$ cat src/rtl/nibble_serial_adder_if.sv
// Handshake bundle for the nibble-serial adder: operand channel in, result channel out.
interface nibble_serial_adder_if #(
    parameter int WIDTH = 16
);
    logic             in_valid;
    logic             in_ready;
    logic [WIDTH-1:0] a;
    logic [WIDTH-1:0] b;
    logic             c_in;
    logic             out_valid;
    logic             out_ready;
    logic [WIDTH-1:0] sum;
    logic             c_out;

    // Operand source / result sink side
    modport master (
        output in_valid, a, b, c_in, out_ready,
        input  in_ready, out_valid, sum, c_out
    );

    // Adder side
    modport slave (
        input  in_valid, a, b, c_in, out_ready,
        output in_ready, out_valid, sum, c_out
    );
endinterface

$ cat src/rtl/nibble_serial_adder.sv
// Multi-cycle WIDTH-bit adder: one 4-bit carry-lookahead slice reused once per
// nibble, LSB nibble first, with the carry registered between passes.
module nibble_serial_adder #(
    parameter int WIDTH = 16
) (
    input  logic                  clk,
    input  logic                  rst_n,
    nibble_serial_adder_if.slave  bus
);
    localparam int NIBBLES = WIDTH / 4;
    localparam int NIB_W   = (NIBBLES > 1) ? $clog2(NIBBLES) : 1;
    localparam logic [NIB_W-1:0] LAST_NIB = NIB_W'(NIBBLES - 1);

    generate
        if (WIDTH < 4 || (WIDTH % 4) != 0) begin : g_bad_width
            $error("nibble_serial_adder: WIDTH must be a multiple of 4 and >= 4");
        end
    endgenerate

    typedef enum logic [1:0] {
        IDLE = 2'd0,
        ADD  = 2'd1,
        DONE = 2'd2
    } state_t;

    state_t             state_q, state_d;
    logic [NIB_W-1:0]   nib_cnt_q, nib_cnt_d;
    logic               carry_q, carry_d;
    logic [WIDTH-1:0]   a_q, a_d;
    logic [WIDTH-1:0]   b_q, b_d;
    logic [WIDTH-1:0]   sum_q, sum_d;
    logic               c_out_q, c_out_d;
    logic               out_valid_q, out_valid_d;

    logic [3:0]         slice_a;
    logic [3:0]         slice_b;
    logic [4:0]         slice_res;

    // 4-bit carry-lookahead slice: every carry is a flat sum of products of
    // generate/propagate terms, so no carry ripples inside the slice.
    function automatic logic [4:0] cla4(input logic [3:0] x, input logic [3:0] y,
                                        input logic cin);
        logic [3:0] p;
        logic [3:0] g;
        logic [4:0] c;
        p    = x ^ y;
        g    = x & y;
        c[0] = cin;
        c[1] = g[0] | (p[0] & cin);
        c[2] = g[1] | (p[1] & g[0]) | (p[1] & p[0] & cin);
        c[3] = g[2] | (p[2] & g[1]) | (p[2] & p[1] & g[0]) | (p[2] & p[1] & p[0] & cin);
        c[4] = g[3] | (p[3] & g[2]) | (p[3] & p[2] & g[1]) | (p[3] & p[2] & p[1] & g[0])
             | (p[3] & p[2] & p[1] & p[0] & cin);
        return {c[4], p ^ c[3:0]};
    endfunction

    // Select the nibble pair addressed by the pass counter and run it through the slice
    always_comb begin
        slice_a = 4'h0;
        slice_b = 4'h0;
        for (int k = 0; k < NIBBLES; k++) begin
            if (nib_cnt_q == NIB_W'(k)) begin
                slice_a = a_q[4*k +: 4];
                slice_b = b_q[4*k +: 4];
            end
        end
        slice_res = cla4(slice_a, slice_b, carry_q);
    end

    // Next-state and datapath update for the IDLE -> ADD -> DONE sequence
    always_comb begin
        state_d     = state_q;
        nib_cnt_d   = nib_cnt_q;
        carry_d     = carry_q;
        a_d         = a_q;
        b_d         = b_q;
        sum_d       = sum_q;
        c_out_d     = c_out_q;
        out_valid_d = out_valid_q;
        case (state_q)
            IDLE: begin
                if (bus.in_valid) begin
                    a_d       = bus.a;
                    b_d       = bus.b;
                    carry_d   = bus.c_in;
                    nib_cnt_d = '0;
                    state_d   = ADD;
                end
            end
            ADD: begin
                for (int k = 0; k < NIBBLES; k++) begin
                    if (nib_cnt_q == NIB_W'(k)) begin
                        sum_d[4*k +: 4] = slice_res[3:0];
                    end
                end
                carry_d   = slice_res[4];
                nib_cnt_d = nib_cnt_q + 1'b1;
                if (nib_cnt_q == LAST_NIB) begin
                    c_out_d     = slice_res[4];
                    out_valid_d = 1'b1;
                    state_d     = DONE;
                end
            end
            DONE: begin
                // Result is held until the sink takes it; new operands wait for IDLE.
                if (bus.out_ready) begin
                    out_valid_d = 1'b0;
                    state_d     = IDLE;
                end
            end
            default: begin
                out_valid_d = 1'b0;
                state_d     = IDLE;
            end
        endcase
    end

    // State and datapath registers; reset aborts any operation in flight
    always_ff @(posedge clk or negedge rst_n) begin
        if (!rst_n) begin
            state_q     <= IDLE;
            nib_cnt_q   <= '0;
            carry_q     <= 1'b0;
            a_q         <= '0;
            b_q         <= '0;
            sum_q       <= '0;
            c_out_q     <= 1'b0;
            out_valid_q <= 1'b0;
        end else begin
            state_q     <= state_d;
            nib_cnt_q   <= nib_cnt_d;
            carry_q     <= carry_d;
            a_q         <= a_d;
            b_q         <= b_d;
            sum_q       <= sum_d;
            c_out_q     <= c_out_d;
            out_valid_q <= out_valid_d;
        end
    end

    assign bus.in_ready  = (state_q == IDLE);
    assign bus.out_valid = out_valid_q;
    assign bus.sum       = sum_q;
    assign bus.c_out     = c_out_q;

endmodule
$ cat src/flat_wrapper.sv
// flat-port wrapper written by rule: the top's interface ports become plain ports
module nibble_serial_adder_flat 
#(
    parameter int WIDTH = 16
)
  (clk, rst_n, bus_in_valid, bus_a, bus_b, bus_c_in, bus_out_ready, bus_in_ready, bus_out_valid, bus_sum, bus_c_out);
  nibble_serial_adder_if #(.WIDTH(WIDTH)) bus_i ();
  input  logic clk;
  input  logic rst_n;
  input wire logic [$bits(bus_i.in_valid)-1:0] bus_in_valid;
  input wire logic [$bits(bus_i.a)-1:0] bus_a;
  input wire logic [$bits(bus_i.b)-1:0] bus_b;
  input wire logic [$bits(bus_i.c_in)-1:0] bus_c_in;
  input wire logic [$bits(bus_i.out_ready)-1:0] bus_out_ready;
  output wire logic [$bits(bus_i.in_ready)-1:0] bus_in_ready;
  output wire logic [$bits(bus_i.out_valid)-1:0] bus_out_valid;
  output wire logic [$bits(bus_i.sum)-1:0] bus_sum;
  output wire logic [$bits(bus_i.c_out)-1:0] bus_c_out;
  assign bus_i.in_valid = bus_in_valid;
  assign bus_i.a = bus_a;
  assign bus_i.b = bus_b;
  assign bus_i.c_in = bus_c_in;
  assign bus_i.out_ready = bus_out_ready;
  assign bus_in_ready = bus_i.in_ready;
  assign bus_out_valid = bus_i.out_valid;
  assign bus_sum = bus_i.sum;
  assign bus_c_out = bus_i.c_out;
  nibble_serial_adder #(.WIDTH(WIDTH)) u_core (.clk(clk), .rst_n(rst_n), .bus(bus_i));
endmodule
$ cat config.mk
export PLATFORM = sky130hd
export DESIGN_NAME = nibble_serial_adder_flat
export DESIGN_NICKNAME = d
export VERILOG_FILES = /design/src/rtl/nibble_serial_adder_if.sv /design/src/rtl/nibble_serial_adder.sv /design/src/flat_wrapper.sv
export SDC_FILE = /design/constraint.sdc
export NUM_CORES = 1
export LEC_CHECK = 0
export CAP_MARGIN = 20
export CORE_MARGIN = 4
export CORE_UTILIZATION = 57
export CTS_BUF_LIST = sky130_fd_sc_hd__clkbuf_8
export CTS_CLUSTER_SIZE = 25
export DETAILED_ROUTE_END_ITERATION = 6
export PLACE_DENSITY = 0.88
export SLEW_MARGIN = 0
export SYNTH_ARGS = -nofsm -noshare
export SYNTH_HDL_FRONTEND = slang
export SYNTH_SLANG_ARGS = --single-unit
$ cat constraint.sdc
create_clock -name clk -period 4.1 [get_ports clk]
set_input_delay 0.82 -clock clk [delete_from_list [all_inputs] [get_ports clk]]
set_output_delay 0.82 -clock clk [all_outputs]
set_load 0.01 [all_outputs]
==> qor.yml <==
status: "finished, final reports clean"
mappedNetlistNets: 252
ys_ff_latch: 55
dpl.hpwl_mm: 3.90
synthCells: 206
crit_buf_inv: 1
stdcell_count: 312
r2r_cells: 10
wire_per_inst_um: 17.4
grt_max_degree: 54
finalPower_mw: 3.06
dieArea_sq_um: 5940
clock_latency_ns: 0.31
r2r_end: "u_core.bus.sum[11]"
synth_area_per_cell_sq_um: 13.2
rows: 24
finalHoldViolations: 0
num_io_pins: 56
fin_crit_sh: 0.778
layout.nets: 305
whs_ns: 0.282
grt_pass1_vias: 1837
ir_drop_v: 0.000384
max_cap_violations: 0
cp_common_cell: "ha_1"
place_ws_ns: 0.958
hold_path.class: "input port to async pin"
final_area_sq_um: 3370
synthAdderAreaFrac: 0.0441
wl_mm: 5.43
finalSetupViolCount: 0
vias: 1784
max_slew_margin: 0.501
drt_iter0_markers: 186
p_per_area_nw_per_um2: 908
synth.area.mux_share: 0.204
synthDominantCellAreaShare: 0.506
reg2reg_from: "u_core.nib_cnt_q[1]"
drt_first_pass_iters: 4
synth-simple-area-share: 0.100
p_clk_frac: 0.120
synth_area_leaders: "dfrtp_1 (51%), mux2_4 (19%), ha_1 (3.7%)"
worstSetupStartpointType: "flop"
fin_ws_ns: 0.908
dieWidth_um: 77.1
leakage_nw: 1.51
clock_skew_ns: 0.00566
p_sw_frac: 0.384
synthDistinctLibCells: 34
cp_top_family: "compound AO/OA/AOI/OAI gates"
synth_area_sq_um: 2720
post-cts-setup-buffer-count: 0
p_sw_mw: 1.17
critPathMaxFanout: 11
setup_tns_ns: 0
yosys.area_share.xor_xnor: 0.00966
placed_area_sq_um: 3250
fp.coreArea_sq_um: 4470
syn_to_final_growth_pct: 23.8
n_fill_cell: 287
synth-compound-area-share: 0.100
synth_top_family_by_area: "multiplexers"
p_int_mw: 1.89
slowest_delay_ns: 0.47
viasPerCell: 5.72
track_usage: 0.193
cts_resized: 0
cts-root-buf: "clkbuf_8"
cts_tree: "built"
clk_pin_slew_ns: 0.09
die_height_um: 77.1
max_freq_mhz: 313
p_seq_frac: 0.334
grt_pass1_wl_mm: 9.14
worstPathCellList: "inv_1 -> ha_1 -> nor2b_1 -> a221oi_1 -> o31ai_1 -> ha_1 -> a211o_1 -> a21oi_2 -> xnor2_1 -> o21ai_1"
yosys.area.top_type: "dfrtp_1"
route.detailed.drc: 0
ant_nets: 0
crit_required_ns: 4.29
finalCriticalPeriod_ns: 3.19
num_antenna_cells: 0
grt-ovfl-total: 0
clockBufferDepth: 2
worstSetupPathType: "flop to flop"
ys_warn_count: 0
htree_levels: 2
io_buffers: 55
cts.sink_count: 55
numCtsBuffers: 5
p_comb_frac: 0.546
drv_slew: 0
utilization: 0.753
dp_cells: 304
slowest_stage: "nor2b_1"
antenna_found_initial: 0
rsz0062_at_grt: "no"
ctsHoldBuffers: 0
cp_data_arrival_time_ns: 3.38
crit_path_end_kind: "flop"
drive_gt1_frac: 0.212
start_util: 0.608
gp_congestion: 0.826
tightestPinTransition_ns: 0.749
rrSetupSlack_ns: 0.91
yosysSeqAreaShare: 0.506
==> metal layers <==
metal / GRT usage / vias up / share of wire
met5: 0 / - / 0
met4: 0.0516 / 0 / 0.014
met3: 0.0480 / 7 / 0.045
met2: 0.314 / 56 / 0.49
met1: 0.261 / 891 / 0.45
li1: - / 830 / -
==> cell usage in the layout, fill, tap and decap left out, drive strengths merged <==
master         synthesis  final
a211o                  1      1
a21oi                  7      7
a221oi                 7      7
a22o                   1      1
buf                    9      2
bufinv                 0      1
clkbuf                 1      6
clkdlybuf4s50          0     54
clkinv                 0      1
dfrtp                 55     55
fa                     1      1
ha                     8      8
inv                    3      3
mux2                  37     37
mux2i                  1      1
nand2                 30     30
nand2b                 2      2
nand3b                 2      2
nor2                   3      3
nor2b                  9      9
o21a                   1      1
o21ai                 16     16
o21bai                 1      1
o31ai                  8      8
xnor2                  2      2
xor2                   1      1
==> registers in the layout, summed over array words and instances (netlist names) <==
| name | count |
|---|---|
| u_core.a_q | 16 |
| u_core.b_q | 16 |
| u_core.bus.c_out | 1 |
| u_core.bus.out_valid | 1 |
| u_core.bus.sum | 16 |
| u_core.carry_q | 1 |
| u_core.nib_cnt_q | 2 |
| u_core.state_q | 2 |
==> worst max-delay path by stage <==
stage | startpoint | endpoint | cells after the start
after global placement | u_core.nib_cnt_q[1] | u_core.bus.sum[11] | 10
after CTS | u_core.nib_cnt_q[1] | u_core.bus.sum[11] | 10
after floorplan | u_core.nib_cnt_q[0] | u_core.bus.sum[11] | 11
after global routing | u_core.nib_cnt_q[1] | u_core.bus.sum[7] | 10
after detailed placement | u_core.nib_cnt_q[1] | u_core.bus.sum[11] | 10
final | u_core.nib_cnt_q[1] | u_core.bus.sum[11] | 10
==> logic make-up (layout without fill, tap and decap cells) <==
logic type / after synthesis / count (layout)
multiplexers: 38 / 38
buffers and inverters: 13 / 67
AND/OR/NAND/NOR: 46 / 46
flip-flops: 55 / 55
XOR/XNOR: 3 / 3
adder cells (fa/ha/maj): 9 / 9
AO/OA/AOI/OAI: 42 / 42
==> layout make-up <==
type | instances | area [sq um] | area share
Clock inverter | 2 | 35.0 | 0.0104
Multi-Input combinational cell | 138 | 1250 | 0.370
Inverter | 3 | 11.3 | 0.00334
Tap cell | 52 | 65.1 | 0.0193
Timing Repair Buffer | 56 | 553 | 0.164
Clock buffer | 6 | 82.6 | 0.0245
Sequential cell | 55 | 1380 | 0.408
==> power groups by stage <==
stage	Sequential, mW	Clock (mW)	Combinational, mW
after floorplan	0.990	0	1.23
after global placement	1.02	0	1.58
after detailed placement	1.02	0	1.65
after CTS	1.02	0.373	1.67
after global routing	1.06	0.395	1.81
final	1.02	0.366	1.67
==> cells in the mapped netlist (all sizes together) <==
master   n
nor2b    9
mux2i    1
o21bai   1
o31ai    8
inv      3
o21a     1
nand2b   2
nand2   30
dfrtp   55
clkbuf   1
buf      9
o21ai   16
a211o    1
a22o     1
nor2     3
fa       1
mux2    37
nand3b   2
xor2     1
a221oi   7
a21oi    7
ha       8
xnor2    2
No activity file was read; power rests on OpenSTA's default activity.
